File: config.mk
export PLATFORM = sky130hd
export DESIGN_NAME = serial_addsub_nbit_flat
export DESIGN_NICKNAME = d
export VERILOG_FILES = /design/src/rtl/serial_addsub_nbit_if.sv /design/src/rtl/serial_addsub_nbit.sv /design/src/flat_wrapper.sv
export SDC_FILE = /design/constraint.sdc
export NUM_CORES = 1
export LEC_CHECK = 0
export CORE_ASPECT_RATIO = 1.2
export CORE_MARGIN = 8
export CORE_UTILIZATION = 41
export CTS_CLUSTER_SIZE = 8
export DETAILED_ROUTE_END_ITERATION = 16
export PLACE_DENSITY = 0.69
export SETUP_SLACK_MARGIN = 0.2
export SYNTH_ARGS = -nofsm -noshare
export SYNTH_HDL_FRONTEND = slang
export SYNTH_SLANG_ARGS = --single-unit
export TNS_END_PERCENT = 30
File: constraint.sdc
create_clock -name clk -period 1.5 [get_ports clk]
set_input_delay 0.3 -clock clk [delete_from_list [all_inputs] [get_ports clk]]
set_output_delay 0.3 -clock clk [all_outputs]
set_load 0.01 [all_outputs]
File: src/rtl/serial_addsub_nbit_if.sv
// Operand/result bundle for the serial adder/subtractor.
// Handshake: the requester raises start together with sub/a/b/cin; the block
// accepts it on any edge where busy=0 (IDLE or DONE). While busy=1 a start is
// dropped, not queued. Completion is a one-cycle done pulse; s/cout/ovf change
// only on that edge and hold until the next completion.
interface serial_addsub_nbit_if #(
   parameter int WIDTH = 8
);
   logic             start;
   logic             sub;
   logic [WIDTH-1:0] a;
   logic [WIDTH-1:0] b;
   logic             cin;
   logic             busy;
   logic             done;
   logic [WIDTH-1:0] s;
   logic             cout;
   logic             ovf;
   logic [1:0]       dbg_state;

   modport master (
      output start, sub, a, b, cin,
      input  busy, done, s, cout, ovf, dbg_state
   );

   modport slave (
      input  start, sub, a, b, cin,
      output busy, done, s, cout, ovf, dbg_state
   );
endinterface

File: src/rtl/serial_addsub_nbit.sv
// Multi-cycle N-bit adder/subtractor: BPC operand bits per clock, LSB chunk
// first, carry held in a flip-flop between chunks. WIDTH must be >= 2 and
// BPC must divide WIDTH. The FSM state is mirrored on bus.dbg_state.
module serial_addsub_nbit #(
   parameter int WIDTH = 8,
   parameter int BPC   = 1
) (
   input  logic                     clk,
   input  logic                     rst,
   serial_addsub_nbit_if.slave      bus
);
   localparam int N  = WIDTH / BPC;
   localparam int CW = (N > 1) ? $clog2(N) : 1;

   typedef enum logic [1:0] {
      S_IDLE = 2'd0,
      S_RUN  = 2'd1,
      S_DONE = 2'd2
   } state_t;

   state_t           r_state;
   logic [WIDTH-1:0] r_a;
   logic [WIDTH-1:0] r_b;
   logic             r_c;
   logic [WIDTH-1:0] r_res;
   logic [CW-1:0]    r_cnt;
   logic             r_busy;
   logic             r_done;
   logic [WIDTH-1:0] r_s;
   logic             r_cout;
   logic             r_ovf;

   logic [BPC:0]     w_chunk;
   logic             w_cmsb;
   logic             w_last;
   logic [WIDTH-1:0] w_res_next;

   // Chunk adder: one BPC-wide add reused for every chunk. The carry into the
   // top bit of the chunk is recovered as sum ^ a ^ b of that bit, which in
   // the last chunk is the carry into the operand MSB.
   always_comb begin
      w_chunk    = {1'b0, r_a[BPC-1:0]} + {1'b0, r_b[BPC-1:0]} + {{BPC{1'b0}}, r_c};
      w_cmsb     = w_chunk[BPC-1] ^ r_a[BPC-1] ^ r_b[BPC-1];
      w_last     = (r_cnt == CW'(N - 1));
      w_res_next = (r_res >> BPC) | (WIDTH'(w_chunk[BPC-1:0]) << (WIDTH - BPC));
   end

   // Control FSM with datapath registers; all outputs are registered here.
   always_ff @(posedge clk) begin
      if (rst) begin
         r_state <= S_IDLE;
         r_a     <= '0;
         r_b     <= '0;
         r_c     <= 1'b0;
         r_res   <= '0;
         r_cnt   <= '0;
         r_busy  <= 1'b0;
         r_done  <= 1'b0;
         r_s     <= '0;
         r_cout  <= 1'b0;
         r_ovf   <= 1'b0;
      end else begin
         case (r_state)
            S_IDLE, S_DONE: begin
               r_done <= 1'b0;
               if (bus.start) begin
                  // Subtraction is a + ~b + ~cin: the inverted borrow-in
                  // supplies the +1 of the two's complement of b.
                  r_a     <= bus.a;
                  r_b     <= bus.sub ? ~bus.b : bus.b;
                  r_c     <= bus.sub ? ~bus.cin : bus.cin;
                  r_res   <= '0;
                  r_cnt   <= '0;
                  r_busy  <= 1'b1;
                  r_state <= S_RUN;
               end else begin
                  r_state <= S_IDLE;
               end
            end
            S_RUN: begin
               r_a   <= r_a >> BPC;
               r_b   <= r_b >> BPC;
               r_c   <= w_chunk[BPC];
               r_res <= w_res_next;
               r_cnt <= r_cnt + CW'(1);
               if (w_last) begin
                  r_s     <= w_res_next;
                  r_cout  <= w_chunk[BPC];
                  r_ovf   <= w_cmsb ^ w_chunk[BPC];
                  r_done  <= 1'b1;
                  r_busy  <= 1'b0;
                  r_state <= S_DONE;
               end
            end
            default: begin
               r_busy  <= 1'b0;
               r_done  <= 1'b0;
               r_state <= S_IDLE;
            end
         endcase
      end
   end

   assign bus.busy      = r_busy;
   assign bus.done      = r_done;
   assign bus.s         = r_s;
   assign bus.cout      = r_cout;
   assign bus.ovf       = r_ovf;
   assign bus.dbg_state = r_state;
endmodule

File: src/flat_wrapper.sv
// flat-port wrapper written by rule: the top's interface ports become plain ports
module serial_addsub_nbit_flat 
#(
   parameter int WIDTH = 8,
   parameter int BPC   = 1
)
  (clk, rst, bus_start, bus_sub, bus_a, bus_b, bus_cin, bus_busy, bus_done, bus_s, bus_cout, bus_ovf, bus_dbg_state);
  serial_addsub_nbit_if #(.WIDTH(WIDTH)) bus_i ();
  input  logic clk;
  input  logic rst;
  input wire logic [$bits(bus_i.start)-1:0] bus_start;
  input wire logic [$bits(bus_i.sub)-1:0] bus_sub;
  input wire logic [$bits(bus_i.a)-1:0] bus_a;
  input wire logic [$bits(bus_i.b)-1:0] bus_b;
  input wire logic [$bits(bus_i.cin)-1:0] bus_cin;
  output wire logic [$bits(bus_i.busy)-1:0] bus_busy;
  output wire logic [$bits(bus_i.done)-1:0] bus_done;
  output wire logic [$bits(bus_i.s)-1:0] bus_s;
  output wire logic [$bits(bus_i.cout)-1:0] bus_cout;
  output wire logic [$bits(bus_i.ovf)-1:0] bus_ovf;
  output wire logic [$bits(bus_i.dbg_state)-1:0] bus_dbg_state;
  assign bus_i.start = bus_start;
  assign bus_i.sub = bus_sub;
  assign bus_i.a = bus_a;
  assign bus_i.b = bus_b;
  assign bus_i.cin = bus_cin;
  assign bus_busy = bus_i.busy;
  assign bus_done = bus_i.done;
  assign bus_s = bus_i.s;
  assign bus_cout = bus_i.cout;
  assign bus_ovf = bus_i.ovf;
  assign bus_dbg_state = bus_i.dbg_state;
  serial_addsub_nbit #(.WIDTH(WIDTH), .BPC(BPC)) u_core (.clk(clk), .rst(rst), .bus(bus_i));
endmodule
==> results.py, run 1 <==
metrics = {
    "power": {
        "pwr-share-clk": 0.411,
        "p_seq_frac": 0.456,
        "power_mw": 2.55,
        "switching_share": 0.229,
        "p_leak_nw": 1.01,
        "power.internal_mw": 1.97,
        "p_sw_mw": 0.584,
        "peakVddDrop_mv": 0.738,
        "p_per_area_mw_per_mm2": 1020,
        "pwr-share-comb": 0.134,
    },
    "grt": {
        "grt_start_max_net_pins": 42,
        "grt_pass1_wl_um": 6800,
        "antenna_found_initial": 0,
        "grt_remaining_overflow": 0,
        "grtUsageTotal": 0.134,
        "grt_pass1_vias": 1457,
    },
    "placed_design": {
        "post-place-ws_ns": -0.0361,
        "io_buffers": 34,
        "place.gp.congestion": 0.754,
        "post-place-cells": 282,
        "dp_hpwl_um": 2580,
    },
    "die": {
        "chipHeight_um": 87.1,
        "num_io_pins": 35,
        "start_util": 0.414,
        "dieArea_mm2": 0.00655,
        "rows": 26,
        "coreArea_mm2": 0.00416,
        "die_x_um": 75.2,
    },
    "routing": {
        "viasPerCell": 5.19,
        "first_pass_iters": 4,
        "routed_wl_um": 4050,
        "drtIter0Drc": 132,
        "drc": 0,
        "ant_nets": 0,
        "wl_per_cell_um": 13.7,
        "vias": 1530,
    },
    "synth": {
        "syn_area_mm2": 0.00173,
        "syn_nets": 222,
        "ys_warn_count": 0,
        "ys_ff_latch": 41,
        "synth_area_per_cell_um2": 8.71,
        "syn_inst": 198,
        "synth_seq_area_share": 0.476,
        "ys_types": 26,
    },
    "sta": {
        "hold_viol": 0,
        "final.period_utilization": 1.01,
        "rsz0062_at_grt": "yes",
        "tightest_slew_ns": 0.213,
        "skew_ns": 0.00372,
        "fmax_ghz": 0.662,
        "relSlewSlack": 0.857,
        "report.final.slew_viol_count": 0,
        "setup_viol": 1,
        "fin_crit_ns": 1.51,
        "fin_ws_ns": -0.0114,
    },
    "critical_path": {
        "critical_path_required_ns": 1.71,
        "start_kind": "flip-flop",
        "setup.worst_path.end_class": "flip-flop",
        "cp.arrival_ns": 1.72,
        "path_max_fanout": 3,
        "worstSetupPathType": "reg -> reg",
    },
    "cts": {
        "worstSkewPairLatency_ns": 0.29,
        "cts_sinks": 41,
        "root_buffer": "clkbuf_8",
        "ctsHoldBuffers": 0,
        "clockBufferDepth": 2,
        "cts_tree": "built",
        "cts_buffers": 5,
        "path_clk_slew_ns": 0.08,
        "htree_levels": 2,
    },
    "layout": {
        "fillerInstances": 390,
        "fin_util": 0.600,
        "drive_gt1_frac": 0.213,
        "fin_nets": 262,
        "syn_to_final_growth_pct": 44.7,
        "num_antenna_cells": 0,
        "final_cells": 295,
    },
    "status": {
        "status": "finished, violations left",
        "violations": "setup timing",
    },
    "worst_hold_path": {
        "hold_class": "reg -> reg",
    },
    "flow_run": {
        "drv_cap": 0,
    },
}
-- registers in the layout, summed over array words and instances, names as in the netlist --
register and count:
u_core.bus.ovf 1, u_core.bus.dbg_state 2, u_core.r_a 8, u_core.r_b 8, u_core.bus.cout 1, u_core.r_res 7, u_core.r_cnt 3, u_core.bus.s 8
u_core.bus.done 1, u_core.r_c 1, u_core.bus.busy 1
-- path summary, 6_finish.rpt --
path                                     from              to  slack [ns]  cells past startpoint
worst max-delay path               u_core.r_c  u_core.bus.ovf       -0.01                      5
worst min-delay path            u_core.r_a[3]   u_core.r_a[3]        0.47                      2
worst max register to register     u_core.r_c  u_core.bus.ovf       -0.01                      5
worst min register to register  u_core.r_a[3]   u_core.r_a[3]        0.47                      2
-- final cells by class --
cell class	count	area, um2	share of cell area
Clock buffer	5	68.8	0.0276
Inverter	3	11.3	0.00451
Tap cell	56	70.1	0.0281
Clock inverter	3	65.1	0.0261
Sequential cell	41	828	0.332
Multi-Input combinational cell	137	903	0.362
Timing Repair Buffer	50	551	0.220
-- cells in the mapped netlist (all sizes together) --
library cell	number	area (um2)
a21oi	35	175
o21a	1	7.51
fa	1	20.0
a22oi	14	105
ha	2	25.0
a2bb2oi	1	8.76
nor2b	1	6.26
and2b	1	7.51
a211oi	3	22.5
xor2	11	96.3
nand3b	1	7.51
nor3	1	5.00
and3b	1	8.76
inv	3	11.3
clkbuf	5	18.8
dfxtp	41	821
nor3b	1	7.51
xnor2	1	8.76
nor2	6	22.5
o21ai	1	5.00
buf	12	85.1
nand2	24	90.1
nand3	27	135
nand2b	4	25.0
-- cell usage in the layout, fill, tap and decap left out, types with 2 or more instances in the layout --
cell type	netlist	final
clkbuf_8	0	5
a211oi_1	3	2
nor2_1	6	6
a22oi_1	14	14
dfxtp_1	41	35
dfxtp_2	0	6
clkdlybuf4s50_1	0	20
dlygate4sd2_1	0	13
buf_6	2	3
nand2_1	24	18
inv_1	3	2
ha_4	0	2
nand3_1	27	27
buf_12	0	6
buf_4	5	6
nand2_4	0	6
a21oi_1	35	28
a21oi_2	0	7
xor2_1	11	11
nand2b_1	4	4
bufinv_16	0	2
-- repair_timing --
item / in CTS / in global routing
endpoints found under the setup margin: 39 / 27
cloned: 1 / 0
setup buffers: 2 / 2
endpoints found under the hold margin: 0 / 0
resized for setup: 24 / 28
pin swaps: 2 / 12
-- power by group through the flow --
stage          combinational (mW)  sequential [mW]  clock, mW
6_report                    0.341             1.16       1.05
5_1_grt                     0.376             1.17       1.11
4_1_cts                     0.332             1.16       1.07
3_5_place_dp                0.333             1.18          0
3_3_place_gp                0.329             1.18          0
2_1_floorplan               0.205             1.18          0
-- stage by stage --
step	cell area (um2)	hold slack [ns]	setup TNS (ns)
2_1_floorplan	1730	0.432	0
5_1_grt	2500	0.493	-0.0742
4_1_cts	2380	0.458	-0.0321
6_report	2500	0.467	-0.0114
3_3_place_gp	2180	0.443	0
3_5_place_dp	2180	0.449	-0.0583
-- worst max-delay path, stage by stage, from the launching register on --
cell and delay [ns]:
dfxtp_2 0.34, inv_2 0.04, fa_2 0.58, xor2_1 0.17
xnor2_1 0.10, a211oi_1 0.20
-- metal layers --
metal	GRT usage	vias up	share of wire
li1	-	770	-
met2	0.221	31	0.53
met1	0.153	727	0.42
met3	0.0380	2	0.043
met5	0	-	0
met4	0.0630	0	0.010
-- cell families (layout without fill, tap and decap cells) --
kind of cell	Yosys count	in the layout	synth area share
simple gates	67	67	0.183
compound gates	55	55	0.188
flops	41	41	0.476
buf+inv	20	61	0.0667
xor+xnor	12	12	0.0609
fa+ha+maj	3	3	0.0261
(Power assumes the default switching activity.)
==> inputs of run 2 (changes only) <==
--- a/config.mk
+++ b/config.mk
@@ -8,6 +8,7 @@
 export CORE_ASPECT_RATIO = 1.2
 export CORE_MARGIN = 8
 export CORE_UTILIZATION = 41
+export CTS_CLUSTER_DIAMETER = 40
 export CTS_CLUSTER_SIZE = 8
 export DETAILED_ROUTE_END_ITERATION = 16
 export PLACE_DENSITY = 0.69
==> results of run 2 <==
No change in the layout: final DEF, timing and power equal those of run 1.
==> inputs of run 3 (changes only) <==
--- a/config.mk
+++ b/config.mk
@@ -5,6 +5,7 @@
 export SDC_FILE = /design/constraint.sdc
 export NUM_CORES = 1
 export LEC_CHECK = 0
+export CAP_MARGIN = 20
 export CORE_ASPECT_RATIO = 1.2
 export CORE_MARGIN = 8
 export CORE_UTILIZATION = 41
@@ -13,6 +14,7 @@
 export DETAILED_ROUTE_END_ITERATION = 16
 export PLACE_DENSITY = 0.69
 export SETUP_SLACK_MARGIN = 0.2
+export SLEW_MARGIN = 20
 export SYNTH_ARGS = -nofsm -noshare
 export SYNTH_HDL_FRONTEND = slang
 export SYNTH_SLANG_ARGS = --single-unit
==> results of run 3 <==
No change in the layout: final DEF, timing and power equal those of run 1.
